===== config.mk =====
export PLATFORM = sky130hd
export DESIGN_NAME = response_misr
export DESIGN_NICKNAME = d
export VERILOG_FILES = /design/src/rtl/tb_ckt_pkg.sv /design/src/rtl/misr_core.sv /design/src/rtl/response_misr.sv
export SDC_FILE = /design/constraint.sdc
export NUM_CORES = 1
export LEC_CHECK = 0
export CORE_MARGIN = 5
export CORE_UTILIZATION = 40
export DETAILED_ROUTE_END_ITERATION = 10
export HOLD_SLACK_MARGIN = 0.06
export PLACE_DENSITY = 0.68
export SKIP_LAST_GASP = 1
export SLEW_MARGIN = 20
export SYNTH_ARGS = -nofsm -noshare
export SYNTH_HDL_FRONTEND = slang
export SYNTH_SLANG_ARGS = --single-unit

===== constraint.sdc =====
create_clock -name clk -period 7 [get_ports clk]
set_clock_uncertainty 0.1 [all_clocks]
set_input_delay 2.1 -clock clk [delete_from_list [all_inputs] [get_ports clk]]
set_output_delay 2.1 -clock clk [all_outputs]
set_load 0.05 [all_outputs]

===== src/rtl/tb_ckt_pkg.sv =====
`default_nettype none
// ============================================================================
// Module      : tb_ckt_pkg
// Description : Shared types and constants for the benchmark-netlist harness.
//               These cover the response width, the MISR defaults and the
//               compactor state encoding.
// Revision    : 1.0 - initial release
// ============================================================================
package tb_ckt_pkg;

  // Netlist output count; the pattern generator and wrappers use it too.
  localparam int RESP_WIDTH = 32;

  // CRC-32 polynomial used as MISR feedback, and the all-ones start value.
  localparam logic [RESP_WIDTH-1:0] MISR_POLY_DEFAULT = 32'h04C11DB7;
  localparam logic [RESP_WIDTH-1:0] MISR_SEED_DEFAULT = 32'hFFFFFFFF;

  // Compactor control states.
  typedef enum logic [1:0] {
    IDLE  = 2'd0,
    RUN   = 2'd1,
    CHECK = 2'd2,
    DONE  = 2'd3
  } misr_state_t;

endpackage : tb_ckt_pkg
`default_nettype wire


===== src/rtl/misr_core.sv =====
`default_nettype none
// ============================================================================
// Module      : misr_core
// Description : Signature register for the response compactor. It loads the
//               seed on request, or folds one input vector per step using
//               shift-left, polynomial feedback and XOR with the data.
// Revision    : 1.0 - initial release
// ============================================================================
module misr_core #(
  parameter int               WIDTH = 32,
  parameter logic [WIDTH-1:0] POLY  = 32'h04C11DB7,
  parameter logic [WIDTH-1:0] SEED  = 32'hFFFFFFFF
) (
  input  logic             clk,
  input  logic             rst,
  input  logic             load_i,
  input  logic             step_i,
  input  logic [WIDTH-1:0] data_i,
  output logic [WIDTH-1:0] sig_o
);

  logic [WIDTH-1:0] sig_q;
  logic [WIDTH-1:0] sig_d;
  logic [WIDTH-1:0] shift_w;

  // The feedback taps apply only when the bit shifted out of the MSB is 1.
  // Loading the seed takes priority over a step.
  always_comb begin
    shift_w = {sig_q[WIDTH-2:0], 1'b0} ^ (sig_q[WIDTH-1] ? POLY : '0);
    sig_d   = sig_q;
    if (load_i) begin
      sig_d = SEED;
    end else if (step_i) begin
      sig_d = shift_w ^ data_i;
    end
  end

  // Signature register; reset clears it so an aborted run leaves no residue.
  always_ff @(posedge clk or posedge rst) begin
    if (rst) begin
      sig_q <= '0;
    end else begin
      sig_q <= sig_d;
    end
  end

  assign sig_o = sig_q;

endmodule : misr_core
`default_nettype wire


===== src/rtl/response_misr.sv =====
`default_nettype none
// ============================================================================
// Module      : response_misr
// Description : Response compactor. It folds a programmed number of 32-bit
//               netlist output vectors into a MISR, then compares the result
//               with a golden signature and reports pass/fail.
// Revision    : 1.0 - initial release
// ============================================================================
module response_misr
  import tb_ckt_pkg::*;
#(
  parameter int               WIDTH   = RESP_WIDTH,
  parameter logic [WIDTH-1:0] POLY    = MISR_POLY_DEFAULT,
  parameter logic [WIDTH-1:0] SEED    = MISR_SEED_DEFAULT,
  parameter int               COUNT_W = 16
) (
  input  logic               clk,
  input  logic               rst,
  input  logic               start,
  input  logic [COUNT_W-1:0] num_vectors,
  input  logic [WIDTH-1:0]   golden,
  input  logic               resp_valid,
  output logic               resp_ready,
  input  logic [WIDTH-1:0]   resp_data,
  output logic               busy,
  output logic               done,
  output logic               pass,
  output logic [WIDTH-1:0]   signature,
  output logic [COUNT_W-1:0] vec_count
);

  localparam logic [COUNT_W-1:0] C_COUNT_ONE = {{(COUNT_W-1){1'b0}}, 1'b1};

  misr_state_t        state_q;
  logic [COUNT_W-1:0] count_q;
  logic [COUNT_W-1:0] num_q;
  logic [WIDTH-1:0]   golden_q;
  logic               pass_q;

  logic               launch_w;
  logic               accept_w;
  logic               last_w;

  // A start only counts when the block is idle or finished; a start during
  // RUN or CHECK is dropped so that the latched run parameters survive.
  assign launch_w = start && ((state_q == IDLE) || (state_q == DONE));
  assign accept_w = resp_valid && resp_ready;
  assign last_w   = (count_q == (num_q - C_COUNT_ONE));

  // Control FSM with the vector counter, the run parameter latches and the
  // pass flag.
  always_ff @(posedge clk or posedge rst) begin
    if (rst) begin
      state_q  <= IDLE;
      count_q  <= '0;
      num_q    <= '0;
      golden_q <= '0;
      pass_q   <= 1'b0;
    end else begin
      case (state_q)
        IDLE, DONE: begin
          if (start) begin
            count_q  <= '0;
            num_q    <= num_vectors;
            golden_q <= golden;
            pass_q   <= 1'b0;
            state_q  <= (num_vectors == '0) ? CHECK : RUN;
          end
        end
        RUN: begin
          if (accept_w) begin
            count_q <= count_q + C_COUNT_ONE;
            if (last_w) begin
              state_q <= CHECK;
            end
          end
        end
        CHECK: begin
          pass_q  <= (signature == golden_q);
          state_q <= DONE;
        end
        default: begin
          state_q <= IDLE;
        end
      endcase
    end
  end

  // Status decode comes straight from the state register, so it is
  // glitch-free and does not depend on resp_valid.
  assign resp_ready = (state_q == RUN);
  assign busy       = (state_q == RUN) || (state_q == CHECK);
  assign done       = (state_q == DONE);
  assign pass       = pass_q;
  assign vec_count  = count_q;

  misr_core #(
    .WIDTH (WIDTH),
    .POLY  (POLY),
    .SEED  (SEED)
  ) u_core (
    .clk    (clk),
    .rst    (rst),
    .load_i (launch_w),
    .step_i (accept_w),
    .data_i (resp_data),
    .sig_o  (signature)
  );

endmodule : response_misr
`default_nettype wire


Yosys cells after proc, flatten, opt, wreduce, memory -nomap -nowiden --
Cells that the tools add are included.
Storage, ports and cells: register bits 99, latch bits 0, RAM bits 0, ROM bits 0, input bits 84, output and inout port bits 52, logic and storage cells 45, memories kept 0
Operators by class: add/sub/neg operators 2, multiply operators 0, divide/modulo/power cells 0, magnitude comparators 0, equality and inequality tests 8, shift-type cells 0, multiplexer cells 13, bitwise operators 2, reductions and logical operators 14
Operators by type and width (count):
- 32-bit 2-to-1 mux | 2
- 32-bit XOR | 2
- 32-bit equality test | 1
- 16-bit 2-to-1 mux | 2
- 16-bit one-hot mux with 2 select lines | 1
- 27-bit 2-to-1 mux | 1
- 16-bit by 1-bit adder with 16-bit output (second input constant) | 1
- 16-bit equality test | 1
- 16-bit zero test | 1
- 16-bit by 1-bit subtractor with 16-bit output (second input constant) | 1
- 2-bit 2-to-1 mux | 4
- 2-bit one-hot mux with 3 select lines | 1
- 3-bit AND reduction | 2
- 2-bit nonzero test | 3
- 2-bit equality test (second input constant) | 2
- 2-bit by 1-bit != test with 1-bit output (second input constant) | 2
- 2-bit AND reduction | 2
- 2-bit by 1-bit equality test with 1-bit output (second input constant) | 1
- 1-bit logical AND | 2
- 2-bit zero test | 1
- 1-bit logical OR | 2
- 2-bit != test (second input constant) | 1
- 1-bit one-hot mux with 2 select lines | 1
- 2-bit OR reduction | 1
- 1-bit 2-to-1 mux | 1

Logic depth before layout (Yosys ltp) --
word-level depth 5, mapped depth 9, depth with buffers taken out 9

By module --
From an unflattened synthesis, not the netlist that was laid out.
Unflattened totals: cell total of the unflattened synthesis 489, area, all modules 5677.9 sq um
Modules (own cells, without submodules):
- response_misr | times used 1, cells an instance 348, area each 3786.1 sq um, seq. area each 1676.6 sq um
- misr_core | times used 1, cells an instance 141, area each 1891.8 sq um, seq. area each 800.8 sq um

Least setup slack after synthesis --
OpenSTA, ideal clock, no wires.
path kind input port to flip-flop, start point input start, end point register state_q[1], library setup time 0.128 ns, arrival time 3.288 ns, data required time 6.772 ns, path slack 3.485 ns, cell stages on the path 7, path buffers 0, path through nand2b_1 -> nand2_1 -> nor4_1 -> nand4_1 -> nor3_1 -> a32oi_2 -> mux2_1
On the way: cells in the longest elaborated chain, start to end 2
Ends and longest elaborated chain:
- from (decl) | RTL line response_misr.sv:19 | input logic start,
- 2-bit != test (no source line)
- 3-bit AND reduction (no source line)
- to (signal assigned) | RTL line response_misr.sv:67 | state_q <= (num_vectors == '0) ? CHECK : RUN;
- to (decl) | RTL line response_misr.sv:34 | misr_state_t state_q;
No other way between the ends. A chain may end at the register's enable or synchronous reset.

Worst setup path in the final report --
start point register u_core.sig_q[31] (netlist: u_core.sig_o[31]), end point output signature[31]
RTL lines:
- from (decl) | RTL line misr_core.sv:22 | logic [WIDTH-1:0] sig_q;
- from (signal assigned) | RTL line misr_core.sv:43 | sig_q <= sig_d;
- to (decl) | RTL line response_misr.sv:28 | output logic [WIDTH-1:0] signature,
No word-level cell between the ends.

==> flow_metrics.tcl <==
set metrics [dict create \
    use_met1_pct 21.8 \
    synth_cells 477 \
    p_sw_w 0.000878 \
    critPathTopFamily "flip-flops" \
    layout-drive-gt1-share_pct 12.6 \
    fin_setup_tns_ns 0 \
    ys_seq_elements 99 \
    pwr-share-comb_pct 39.5 \
    ys_types 40 \
    slowest_stage "dfrtp_1" \
    top_usage_layer "met2" \
    muxShareOfSynthArea_pct 11.3 \
    n_antenna_cell 0 \
    rrSetupSlack_ns 4.17 \
    cts_htree_levels 3 \
    multiInputGateArea_sq_um 2690 \
    crit_buf_inv 1 \
    hpwl_mm 10.1 \
    hold_viol 0 \
    synth-edff-count 0 \
    ys_dominant_reg_cell "dfrtp_1" \
    cts_buffers 9 \
    ys_seq_area_share_pct 47.1 \
    holdBufCountCts 0 \
    drv_cap 0 \
    rows 41 \
    worst-path-stages 1 \
    status "finished, final reports clean" \
    clock_latency_ns 0.34 \
    power_w 0.00217 \
    synth_compound_area_share_pct 8.21 \
    switching_share_pct 40.4 \
    grt_antenna_before_repair 0 \
    route.detailed.drc 0 \
    fin_crit_ns 4.46 \
    vias 4053 \
    end_kind "primary output" \
    min_path_type "register to register" \
    synth.cell_area_sq_um 5260 \
    post_cts_buffers 0 \
    tightest_slew_ns 1.00 \
    period_share_pct 63.8 \
    clkSinkCount 99 \
    internal_power_w 0.00130 \
    p_seq_share_pct 37.5 \
    drtIter0Drc 219 \
    area_growth_syn_to_layout_pct 34.6 \
    grtUsageMet3_pct 4.76 \
    cts_tree "built" \
    synthSimpleGateAreaFrac_pct 12.3 \
    overflow 0 \
    ff_latch_area_sq_um 2480 \
    die_w_um 125 \
    reg2reg_from "num_q[0]" \
    syn_nets 566 \
    routedWlPerCell_um 17.1 \
    synthXorXnorAreaFrac_pct 17.8 \
    ctsLongestPathBuffers 2 \
    hold_ws_ns 0.396 \
    slew_viol_final 0 \
    grt_pass1_wl_mm 21.8 \
    synthAdderAreaFrac_pct 1.19 \
    post_cts_resized 0 \
    cp_max_fo 17 \
    async_flop_share_pct 100 \
    setup_viol 0 \
    avgSynthCellArea_sq_um 11.0 \
    clkPwrFrac_pct 23.0 \
    slew_headroom_pct 33.1 \
    r2r_cells 9 \
    finalWirelength_mm 13.4 \
    grt_use_met2_pct 28.8 \
    first_global_vias 4281 \
    fmax_mhz 224 \
    critPathLaunch "u_core.sig_o[31]" \
    synth_top_family_by_area "XOR/XNOR gates" \
    path_class "register to primary output" \
    coreArea_sq_um 12800 \
    die_h_um 125 \
    grt_max_degree 83 \
    dieArea_sq_um 15500 \
    arrival_ns 2.26 \
    root_buffer "clkbuf_16" \
    fill_cells 1080 \
    start_util_pct 41.1 \
    dr.pass1.iters 4 \
    clk_pin_slew_ns 0.07 \
    antenna_left 0 \
    place.gp.congestion 0.918 \
    port_buffers 135 \
    critPathLaunchType "register" \
    finish.utilization_pct 55.4 \
    setup.worst_path.end "signature[31]" \
    yosys_warnings 0 \
    gr-usage-all-layers_pct 17.3 \
    p_leak_nw 3.07 \
    worstPathRequired_ns 4.80 \
    cpPeakStageDelay_ns 0.97 \
    powerDensity_nw_per_um2 307 \
    ios 136 \
    r2r-end "state_q[1]" \
    cp_cell_sequence "clkdlybuf4s50_1" \
    rsz0062_at_grt "no" \
    vias_per_cell 5.19 \
    ir_worst_vdd_uv 214 \
    nets 693 \
]
==> synth_stat cells (2+ instances only) <==
master / n / area, sq um
a31oi_1: 2 / 12.5
nand4_1: 13 / 81.3
mux2i_1: 4 / 40.0
o211ai_1: 32 / 240
nand3b_1: 2 / 15.0
dfrtp_1: 99 / 2480
nor4_1: 11 / 68.8
xor2_1: 43 / 377
a21oi_1: 9 / 45.0
and3_1: 4 / 25.0
nor2_1: 20 / 75.1
nor2b_1: 2 / 12.5
ha_1: 5 / 62.6
nand2_1: 46 / 173
nand2b_1: 3 / 18.8
clkbuf_1: 17 / 63.8
o21ai_0: 6 / 30.0
nor4_2: 2 / 25.0
or3_1: 4 / 25.0
mux2_2: 48 / 541
inv_1: 9 / 33.8
a41oi_1: 2 / 17.5
buf_1: 3 / 11.3
a21boi_0: 2 / 15.0
xnor2_1: 64 / 561
nand3_1: 5 / 25.0
nor3_1: 7 / 35.0
==> stage by stage <==
stage | instance area [sq um] | std cells | worst slack [ns]
2_1_floorplan | 5260 | 477 | 2.21
3_3_place_gp | 6770 | 765 | 2.59
3_5_place_dp | 6770 | 765 | 2.53
4_1_cts | 7070 | 781 | 2.51
5_1_grt | 7070 | 781 | 2.44
6_report | 7070 | 781 | 2.54
==> registers in the layout, indices dropped and copies added (netlist names) <==
name and flops:
golden_q 32, u_core.sig_o 32, num_q 16, vec_count 16
state_q 2, pass 1
==> cells in the final DEF (no fill, tap or decap), drive strengths merged, types with 3 or more instances in the layout <==
cell type      count
clkdlybuf4s50    135
o21ai              6
nand3              5
or3                4
and3               4
dfrtp             99
nor2              20
o211ai            32
mux2i              4
clkinv             3
nand4             13
nand2             46
nor4              14
nor3               7
a21oi              9
mux2              49
clkbuf             9
xnor2             64
inv               10
xor2              43
nand2b             3
ha                 5
==> layer usage <==
| metal | routed length [um] | vias up | part of all wire (%) |
|---|---|---|---|
| met5 | 0 | - | 0 |
| met4 | 252 | 0 | 1.9 |
| met3 | 892 | 18 | 6.7 |
| li1 | - | 1940 | - |
| met1 | 5830 | 1961 | 44 |
| met2 | 6380 | 134 | 48 |
==> logic make-up after synthesis <==
| logic type | Yosys count |
|---|---|
| buffers and inverters | 29 |
| and+or+nand+nor | 125 |
| xor gates and xnor gates | 107 |
| adders and majority gates | 5 |
| muxes | 53 |
| AOI/OAI and AO/OA | 59 |
| DFF | 99 |
==> power by group through the flow <==
stage               Sequential (W)  Clock [W]  Combinational [W]
global route              0.000836   0.000532           0.000913
global placement          0.000823          0           0.000860
detailed placement        0.000825          0           0.000867
finish                    0.000816   0.000499           0.000858
floorplan                  0.00108          0           0.000290
CTS                       0.000817   0.000511           0.000870
==> cell type report <==
cell class,instances,area share (%)
Inverter,9,0.513
Sequential cell,99,35.0
Tap cell,172,3.04
Multi-Input combinational cell,349,38.0
Timing Repair Buffer,136,19.2
Clock inverter,7,1.08
Clock buffer,9,3.18
==> how the worst min path moves through the flow <==
stage                       from      endpoint  slack, ns  cells after the start
finish                      pass          pass       0.40                      2
detailed placement          pass          pass       0.39                      2
CTS                         pass          pass       0.41                      2
floorplan            golden_q[0]   golden_q[0]       0.40                      1
global route        golden_q[11]  golden_q[11]       0.45                      1
global placement            pass          pass       0.37                      2
Note: power is estimated with default switching activity, not from simulation.
